==> src/rtl/display_decoder.sv <==
// Multiplexed common-anode 7-segment capture: sync, debounce, decode per digit.
// DISPLAY_DECODER_DP_EN: capture decimal point per digit into dp_out.
module display_decoder #(
  parameter int DIGITS        = 4,
  parameter int STABLE_CYCLES = 8
) (
  input  logic                  clk,
  input  logic                  reset,
  input  logic [DIGITS-1:0]     anodes,
  input  logic [6:0]            cathodes,
  input  logic                  dp,
  input  logic                  clear,
  output logic [4*DIGITS-1:0]   digits,
  output logic [DIGITS-1:0]     digit_valid,
  output logic [DIGITS-1:0]     blank,
  output logic [DIGITS-1:0]     dp_out,
  output logic                  seg_error,
  output logic                  frame_done
);

`ifdef DISPLAY_DECODER_DP_EN
  localparam int W = DIGITS + 8;
`else
  localparam int W = DIGITS + 7;
`endif
  localparam logic [7:0] SAT = 8'(STABLE_CYCLES);

  typedef enum logic [1:0] {IDLE, TRACK, HOLD} state_e;

  state_e state_q, state_d;
  logic [7:0] cnt_q, cnt_d;
  logic [W-1:0] raw, s1_q, s2_q, last_q;
  logic [DIGITS-1:0] sel;
  logic [6:0] cat_s;
  logic none, multi, change, commit;
  logic [4:0] dec;
  logic is_blank;

  logic [4*DIGITS-1:0] dig_q, dig_d;
  logic [DIGITS-1:0] val_q, val_d, blk_q, blk_d;
  logic [DIGITS-1:0] mask_q, mask_d;
  logic err_q, err_d, done_q, done_d;

`ifdef DISPLAY_DECODER_DP_EN
  logic [DIGITS-1:0] dpo_q, dpo_d;
  assign raw = {dp, anodes, cathodes};
`else
  logic unused_dp;
  assign unused_dp = dp;
  assign raw = {anodes, cathodes};
`endif

  // {legal, nibble}; blank and illegal both return legal = 0
  function automatic logic [4:0] decode(input logic [6:0] c);
    case (c)
      7'b1000000: decode = 5'h10;
      7'b1111001: decode = 5'h11;
      7'b0100100: decode = 5'h12;
      7'b0110000: decode = 5'h13;
      7'b0011001: decode = 5'h14;
      7'b0010010: decode = 5'h15;
      7'b0000010: decode = 5'h16;
      7'b1111000: decode = 5'h17;
      7'b0000000: decode = 5'h18;
      7'b0010000: decode = 5'h19;
      7'b0001000: decode = 5'h1A;
      7'b0000011: decode = 5'h1B;
      7'b1000110: decode = 5'h1C;
      7'b0100001: decode = 5'h1D;
      7'b0000110: decode = 5'h1E;
      7'b0001110: decode = 5'h1F;
      default:    decode = 5'h00;
    endcase
  endfunction

  assign sel      = ~s2_q[DIGITS+6:7];
  assign cat_s    = s2_q[6:0];
  assign none     = (sel == '0);
  assign multi    = !none && ((sel & (sel - DIGITS'(1))) != '0);
  assign change   = (s2_q != last_q);
  assign dec      = decode(cat_s);
  assign is_blank = (cat_s == 7'h7F);

  always_comb begin
    state_d = state_q;
    cnt_d   = cnt_q;
    commit  = 1'b0;
    if (none || multi) begin
      state_d = IDLE;
      cnt_d   = '0;
    end else if (change || state_q == IDLE) begin
      state_d = TRACK;
      cnt_d   = 8'd1;
    end else if (state_q == TRACK) begin
      if (cnt_q == SAT) begin
        commit  = 1'b1;
        state_d = HOLD;
      end else begin
        cnt_d = cnt_q + 8'd1;
      end
    end
  end

  always_comb begin
    dig_d  = dig_q;
    val_d  = val_q;
    blk_d  = blk_q;
    mask_d = mask_q;
    err_d  = err_q | multi;
    done_d = 1'b0;
`ifdef DISPLAY_DECODER_DP_EN
    dpo_d  = dpo_q;
`endif
    if (commit && !clear) begin
      for (int i = 0; i < DIGITS; i++) begin
        if (sel[i]) begin
          mask_d[i] = 1'b1;
          val_d[i]  = dec[4];
          blk_d[i]  = is_blank;
          if (dec[4]) dig_d[4*i +: 4] = dec[3:0];
          if (!dec[4] && !is_blank) err_d = 1'b1;
`ifdef DISPLAY_DECODER_DP_EN
          dpo_d[i] = ~s2_q[W-1];
`endif
        end
      end
      if (&mask_d) begin
        done_d = 1'b1;
        mask_d = '0;
      end
    end
    if (clear) begin
      val_d  = '0;
      blk_d  = '0;
      mask_d = '0;
      err_d  = 1'b0;
    end
  end

  always_ff @(posedge clk or negedge reset) begin
    if (!reset) begin
      s1_q    <= '1;
      s2_q    <= '1;
      last_q  <= '1;
      state_q <= IDLE;
      cnt_q   <= '0;
      dig_q   <= '0;
      val_q   <= '0;
      blk_q   <= '0;
      mask_q  <= '0;
      err_q   <= 1'b0;
      done_q  <= 1'b0;
    end else begin
      s1_q    <= raw;
      s2_q    <= s1_q;
      last_q  <= s2_q;
      state_q <= state_d;
      cnt_q   <= cnt_d;
      dig_q   <= dig_d;
      val_q   <= val_d;
      blk_q   <= blk_d;
      mask_q  <= mask_d;
      err_q   <= err_d;
      done_q  <= done_d;
    end
  end

`ifdef DISPLAY_DECODER_DP_EN
  always_ff @(posedge clk or negedge reset) begin
    if (!reset) dpo_q <= '0;
    else        dpo_q <= dpo_d;
  end
  assign dp_out = dpo_q;
`else
  assign dp_out = '0;
`endif

  assign digits      = dig_q;
  assign digit_valid = val_q;
  assign blank       = blk_q;
  assign seg_error   = err_q;
  assign frame_done  = done_q;

endmodule

==> config.mk <==
export PLATFORM = sky130hd
export DESIGN_NAME = display_decoder
export DESIGN_NICKNAME = d
export VERILOG_FILES = /design/src/rtl/display_decoder.sv
export SDC_FILE = /design/constraint.sdc
export NUM_CORES = 1
export LEC_CHECK = 0
export ABC_AREA = 1
export CORE_ASPECT_RATIO = 0.9
export CORE_MARGIN = 2
export CORE_UTILIZATION = 40
export CTS_BUF_LIST = sky130_fd_sc_hd__clkbuf_8 sky130_fd_sc_hd__clkbuf_16
export DETAILED_ROUTE_END_ITERATION = 7
export PLACE_DENSITY = 0.68
export REMOVE_ABC_BUFFERS = 1
export SLEW_MARGIN = 20
export SYNTH_ARGS = -nofsm -noshare
export SYNTH_HDL_FRONTEND = slang
export SYNTH_SLANG_ARGS = --single-unit
==> constraint.sdc <==
create_clock -name clk -period 5.1 [get_ports clk]
set_input_delay 1.02 -clock clk [delete_from_list [all_inputs] [get_ports clk]]
set_output_delay 1.02 -clock clk [all_outputs]
set_load 0.02 [all_outputs]
**Yosys cells after proc, flatten, opt, wreduce, memory -nomap -nowiden**

Cells that the tools add are included.
Widths: inputs -> output; s select.

- Bitwise logic cells: 3
- Equality and inequality tests: 20
- Reductions and logical operators: 31
- Multiplexer cells: 48
- Add/sub/neg operators: 2

Operators by type and width:

| cell | number |
|---|---|
| $pmux 5 s16 | 1 |
| $eq 7x7->1 const B | 5 |
| $mux 1 | 32 |
| $mux 8 | 4 |
| $mux 4 | 7 |
| $eq 7x5->1 const B | 3 |
| $eq 7x6->1 const B | 3 |
| $eq 7x2->1 const B | 2 |
| $eq 7x4->1 const B | 2 |
| $reduce_and 2->1 | 6 |
| $reduce_and 3->1 | 4 |
| $ne 11x11->1 | 1 |
| $reduce_bool 2->1 | 5 |
| $add 8x1->8 const B | 1 |
| $eq 8x4->1 const B | 1 |
| $mux 2 | 4 |
| $eq 7x3->1 const B | 1 |
| $logic_not 7->1 | 1 |
| $reduce_bool 3->1 | 2 |
| $and 4x4->4 | 1 |
| $logic_not 1->1 | 4 |
| $logic_not 4->1 | 1 |
| $not 4->4 | 1 |
| $reduce_and 4->1 | 1 |
| 8 further kinds | 11 |

- Input bits: 15
- Bits in registers: 73
- Output and inout bits: 30

**Logic depth before layout (Yosys ltp)**

Gate-level depths: netlist of run 1.

- Word-level depth: 16
- Mapped depth: 12
- Gate-level depth less buffers: 11

**Worst setup path after synthesis of run 1**

No wires, ideal clock.

- Kind: reg2reg
- Start point: reg s2_q[1]
- End point: reg dig_q[0], in the netlist digits[0]
- Slack: 3.308 ns
- Clock period less this slack: 1.792 ns
- Arrival time: 1.675 ns
- Required time: 4.983 ns
- Buffers on the path: 1
- Stages on the path, launching flop included: 13
- Cell sequence: dfstp_2 > inv_2 > nor2_1 > nand2_1 > nor2_1 > nor2_1 > nand2_1 > nor2_1 > a21oi_1 > buf_2 > nand2_2 > nand2_1 > nand2_1

- Word-level cells in the longest chain between the ends: 6

RTL lines:

| what | line | source |
|---|---|---|
| start: declaration | 32 | `logic [W-1:0] raw, s1_q, s2_q, last_q;` |
| start signal: assignment | 155 | `s2_q <= s1_q;` |
| $ne 11x11->1 | 80 | `assign change = (s2_q != last_q);` |
| $logic_or 1x1->1 | 91 | `end else if (change \|\| state_q == IDLE) begin` |
| $mux 1 | 91 |  |
| $mux 1 | 88 | `if (none \|\| multi) begin` |
| $logic_and 1x1->1 | 114 | `if (commit && !clear) begin` |
| $reduce_and 3->1 (no line) | n/a |  |
| end signal: assignment | 159 | `dig_q <= dig_d;` |
| end: declaration | 39 | `logic [4*DIGITS-1:0] dig_q, dig_d;` |

Parallel ways exist; a longest one is shown, timed or not.
A chain may end at the register's enable or synchronous reset.

**Worst setup path after layout of run 1**

- Start point: reg dig_q[6], in the netlist digits[6]
- End point: out digits[6]

RTL lines:

| what | line | source |
|---|---|---|
| end: declaration | 13 | `output logic [4*DIGITS-1:0] digits,` |

No word-level cell between the ends.

==> qor.yml, run 1 <==
outcome:
  outcome: "completed"
grt:
  grt_pass1_vias: 2563
  grt_max_degree: 41
  met2_usage: 0.258
  grt_pass1_wl_mm: 11.6
  antenna_found_initial: 0
  grt.busiest_layer: "met2"
  track_usage: 0.164
  use_met1: 0.212
  grt-ovfl-total: 0
  grtUsageMet3: 0.0565
timing:
  slew_headroom: 0.482
  min_period_over_period: 0.467
  tns_ns: 0
  rsz0062_at_grt: "no"
  slew_viol_final: 0
  whs_ns: 0.357
  fin_skew_ns: 0.0142
  worst_slew_pin_slew_ns: 0.777
  fmax_ghz: 0.419
  worst_slack_ns: 2.72
  finalHoldViolCount: 0
  setup_violations: 0
  finalCriticalPeriod_ns: 2.38
finish:
  fin_util: 0.495
  final_area_sq_mm: 0.00398
  fin_cells: 546
  multiInputGateArea_sq_mm: 0.00123
  drive_above_1_share: 0.159
  n_antenna_cell: 0
  syn_to_final_growth_pct: 19.9
  seqCellArea_sq_mm: 0.00187
  final_nets: 459
  final.fill_count: 783
setup_path:
  cp-endpoint: "digits[6]"
  crit_path_start: "digits[6]"
  crit_fanout: 2
  timing.rr.end: "digits[1]"
  worst_setup_path_start_kind: "flop"
  path_cells: "clkdlybuf4s50_1"
  timing.rr.start: "s2_q[10]"
  rrSetupSlack_ns: 2.93
  cp.required_ns: 4.08
  critPathArrivalTime_ns: 1.36
  worstSetupEndpointType: "output pin"
  crit_slowest_cell: "clkdlybuf4s50_1"
  path_buf_inv: 1
  crit_cells: 1
  r2r_cells: 11
  path_class: "flop to output pin"
  crit_family: "buffers and inverters"
  critical_path.max_stage_delay_ns: 0.62
yosys:
  yosysSeqAreaShare: 0.564
  ys.flop_type: "dfrtp_1"
  synth_top_family_by_area: "simple AND/OR/NAND/NOR gates"
  synthTopCellsByCount: "nand2_1, nor2_1, inv_1"
  syn-instance-count: 393
  yosysTopAreaCell: "dfrtp_1"
  synth_mux_area_frac: 0
  synth_compound_area_frac: 0.0442
  synth-xor-area-share: 0.00529
  synth_adder_area_share: 0.00755
  ys_ff_latch: 73
  ys_warn_count: 0
  mappedNetlistArea_sq_mm: 0.00331
  synth_edf_count: 0
  synth_top_area_frac: 0.302
  synth_area_leaders: "dfrtp_1, dfstp_2, nand2_1"
  yosys.area_share.simple: 0.308
  avgSynthCellArea_sq_um: 8.43
  async_reset_ff_frac: 1.00
  netlist-cell-type-count: 30
  yosysMostFrequentCell: "nand2_1"
pwr:
  power_frac_clock: 0.352
  p_switching_uw: 283
  p_int_uw: 810
  pwr-share-seq: 0.571
  p_per_area_mw_per_mm2: 275
  vdd_drop_max_uv: 146
  finalPower_mw: 1.09
  p_leak_nw: 1.96
  combPwrFrac: 0.077
  swShare: 0.259
drt:
  vias: 2582
  route.detailed.drc: 0
  wl_per_cell_microns: 12.4
  dr.pass1.iters: 4
  ant_nets: 0
  first_iter_violations: 114
  drt-total-wl_mm: 6.79
  vias_per_cell: 4.73
clock_network:
  cts_buffers: 9
  clk_path_buf_depth: 2
  clock_sinks: 73
  cts-root-buf: "clkbuf_8"
  ctsHoldBuffers: 0
  clk_latency_ns: 0.36
  h-tree-depth: 3
  clkTransAtPathRegs_ns: 0.08
  cts_setup_buffers: 0
  post_cts_resized: 0
  tritoncts: "yes"
placed_design:
  dpl.hpwl_mm: 4.83
  place_ws_ns: 2.63
  dp.cells: 530
  dpl-instance-area_sq_mm: 0.00381
  place_congestion: 0.901
  numPortBuffers: 39
floorplanning:
  dieArea_sq_mm: 0.00903
  die_w_microns: 100
  core.rowCount: 31
  initial_core_util: 0.413
  die_h_microns: 90.4
  core_area_sq_mm: 0.00803
  ioPinCount: 45
run:
  drv_cap: 0
min_path:
  min_path_type: "flop to flop"
  holdPathStages: 0
metal layers:
metal	wire length, microns	vias to the layer above
met2	3180	62
li1	-	1323
met4	107	0
met1	3140	1186
met5	0	-
met3	356	11
layout by cell type, fill, tap and decap left out, types with 2 or more instances in the layout:
master,count
o21ai_0,5
inv_2,4
clkbuf_8,9
dfstp_2,33
o41ai_1,3
clkdlybuf4s50_1,38
nand2_1,121
a21oi_1,9
clkinv_2,2
clkinvlp_4,2
nand3_1,36
nor2_1,49
conb_1,4
o31ai_1,2
or2_2,6
nand2_2,5
dfrtp_1,40
buf_4,2
inv_1,48
nand4_1,7
o21ai_1,4
nor2_4,4
ha_1,2
worst min path at each step:
stage,end,start
after floorplan,s2_q[0],s1_q[0]
after global placement,s2_q[4],s1_q[4]
after detailed placement,s2_q[2],s1_q[2]
after CTS,s2_q[4],s1_q[4]
after global routing,s2_q[8],s1_q[8]
final,s2_q[2],s1_q[2]
sequential cells by signal, summed over array words and instances (netlist names):
register / flops
blank: 4
last_q: 11
digit_valid: 4
frame_done: 1
cnt_q: 8
state_q: 2
mask_q: 4
s1_q: 11
digits: 16
s2_q: 11
seg_error: 1
power groups by stage:
stage          logic [mW]  clock network (mW)  registers (mW)
6_report           0.0841               0.385           0.624
5_1_grt            0.0963               0.425           0.627
4_1_cts            0.0854               0.402           0.624
3_5_place_dp       0.0848                   0           0.634
3_3_place_gp       0.0837                   0           0.633
2_1_floorplan      0.0491                   0           0.631
layout make-up:
class	instances	area share
Clock buffer	9	0.0312
Clock inverter	7	0.0104
Inverter	51	0.0482
Multi-Input combinational cell	266	0.308
Sequential cell	73	0.470
Tap cell	99	0.0312
Timing Repair Buffer	41	0.101
cell families after synthesis:
| kind of cell | Yosys count |
|---|---|
| compound gates | 25 |
| xor+xnor | 2 |
| fa+ha+maj | 2 |
| buf+inv | 57 |
| flops | 73 |
| other cells | 1 |
| simple gates | 233 |
Note: power is estimated with default switching activity, not from simulation.
==> run 2, diff against run 1 <==
Clock period 5.1 ns to 2.2 ns, I/O delays scaled along.
==> qor.yml, run 2 (synthesis gave the netlist of run 1 again) <==
run:
  drv_cap: 0  # unchanged
setup_path:
  timing.rr.start: "s2_q[1]"  # was s2_q[10]
  worstSetupEndpointType: "flop"  # was output pin
  worst_setup_path_start_kind: "flop"  # unchanged
  rrSetupSlack_ns: 0.13  # was 2.93 ns
  crit_fanout: 20  # was 2
  critical_path.max_stage_delay_ns: 0.59  # was 0.62 ns
  path_class: "flop to flop"  # was flop to output pin
  path_cells: "inv_2 -> nor2_1 -> nand4_1 -> nand3_1 -> nor2_1 -> a21oi_1 -> buf_6 -> nand2_2 -> nand2_1 -> nand2_1"  # was clkdlybuf4s50_1
  crit_family: "simple AND/OR/NAND/NOR gates"  # was buffers and inverters
  cp.required_ns: 2.44  # was 4.08 ns
  timing.rr.end: "digits[9]"  # was digits[1]
  r2r_cells: 10  # was 11
  path_buf_inv: 2  # was 1
  crit_path_start: "s2_q[1]"  # was digits[6]
  crit_slowest_cell: "dfstp_2"  # was clkdlybuf4s50_1
  critPathArrivalTime_ns: 2.31  # was 1.36 ns
clock_network:
  clk_latency_ns: 0.35  # was 0.36 ns
  clkTransAtPathRegs_ns: 0.08  # about the same
  tritoncts: "yes"  # unchanged
  h-tree-depth: 3  # unchanged
  cts_buffers: 9  # unchanged
  cts-root-buf: "clkbuf_8"  # unchanged
  clock_sinks: 73  # unchanged
  clk_path_buf_depth: 2  # unchanged
drt:
  route.detailed.drc: 0  # unchanged
  vias_per_cell: 4.78  # was 4.73
  wl_per_cell_microns: 12.4  # about the same
  drt-total-wl_mm: 6.90  # was 6.79 mm
  dr.pass1.iters: 4  # unchanged
  ant_nets: 0  # unchanged
  first_iter_violations: 128  # was 114
  vias: 2658  # was 2582
finish:
  syn_to_final_growth_pct: 24.3  # was 19.9%
  layout_common_cells: "nand2_1, inv_1, nor2_1"  # was nand2_1, nor2_1, inv_1
  fin_cells: 556  # was 546
  fin_util: 0.513  # was 0.495
  final.fill_count: 765  # was 783
  final_common_cell: "nand2_1"  # unchanged
  final_area_sq_mm: 0.00412  # was 0.00398 sq mm
  drive_above_1_share: 0.179  # was 0.159
  largest_register_ffs: 16  # unchanged
  n_antenna_cell: 0  # unchanged
  final_nets: 469  # was 459
timing:
  finalHoldViolCount: 0  # unchanged
  finalCriticalPeriod_ns: 2.07
  fin_skew_ns: 0.0116  # was 0.0142 ns
  setup_violations: 0  # unchanged
  fmax_ghz: 0.484
  whs_ns: 0.104  # was 0.357 ns
  slew_viol_final: 0  # unchanged
  min_period_over_period: 0.940
  tns_ns: 0  # unchanged
pwr:
  p_leak_nw: 2.03  # was 1.96 nW
  p_per_area_mw_per_mm2: 671  # was 275 mW/mm^2
  vdd_drop_max_uv: 358  # was 146 uV
grt:
  grt-ovfl-total: 0  # unchanged
  grt_pass1_vias: 2655  # was 2563
  antenna_found_initial: 0  # unchanged
  grt_max_degree: 74  # was 41
  grt_pass1_wl_mm: 11.8  # was 11.6 mm
  track_usage: 0.165  # was 0.164
floorplanning:
  core.rowCount: 31  # unchanged
  initial_core_util: 0.413  # unchanged
  core_area_sq_mm: 0.00803  # unchanged
  die_w_microns: 100  # unchanged
  dieArea_sq_mm: 0.00903  # unchanged
  die_h_microns: 90.4  # unchanged
  ioPinCount: 45  # unchanged
placed_design:
  place_congestion: 0.861  # was 0.901
  dp.cells: 534  # was 530
  numPortBuffers: 39  # unchanged
  dpl.hpwl_mm: 4.86  # was 4.83 mm
  dpl-instance-area_sq_mm: 0.00385  # was 0.00381 sq mm
outcome:
  outcome: "completed"  # unchanged
min_path:
  min_path_type: "primary input to asynchronous set/reset pin"  # was flop to flop
-- run 2: final cells by class --
cell class | instances | area, sq um | area share
sequential | 73 | 1870 | 0.453
multi-input combinational | 266 | 1230 | 0.298
timing repair buffer | 51 | 492 | 0.119
inverter | 51 | 191 | 0.0465
clock buffer | 11 | 163 | 0.0395
tap | 99 | 124 | 0.0301
clock inverter | 5 | 53.8 | 0.0131
-- run 2: metrics by stage --
step	setup WS, ns	total power [mW]
5_1_grt	-0.00369	2.88
3_5_place_dp	0.143	1.67
3_3_place_gp	0.181	1.67
6_report	0.133	2.77
4_1_cts	0.123	2.79
2_1_floorplan	-0.210	1.58
-- run 2: layer usage --
layer  GRT usage  vias up  share of wire
met3      0.0418       14          0.038
met2       0.260       57           0.47
met4      0.0696        0          0.016
met5           0        -              0
li1            -     1348              -
met1       0.216     1239           0.48
-- run 2: report_power, final --
part | total [mW] | leakage (nW) | internal (mW) | switching [mW]
clock network | 1.11 | 0.113 | 0.617 | 0.492
logic | 0.210 | 1.02 | 0.0792 | 0.131
registers | 1.45 | 0.898 | 1.41 | 0.0352
-- run 2: worst max path at each step --
stage                  to  cells after the start
6_report        digits[9]                     10
3_3_place_gp    digits[1]                     11
2_1_floorplan   digits[0]                     11
5_1_grt        digits[13]                      9
3_5_place_dp    digits[9]                      9
4_1_cts         digits[9]                     11
-- run 2: repair_timing --
item                       CTS  global route
setup endpoints to repair    0            16
hold buffers                 0             0
setup buffers                0             6
resized for setup            0             2
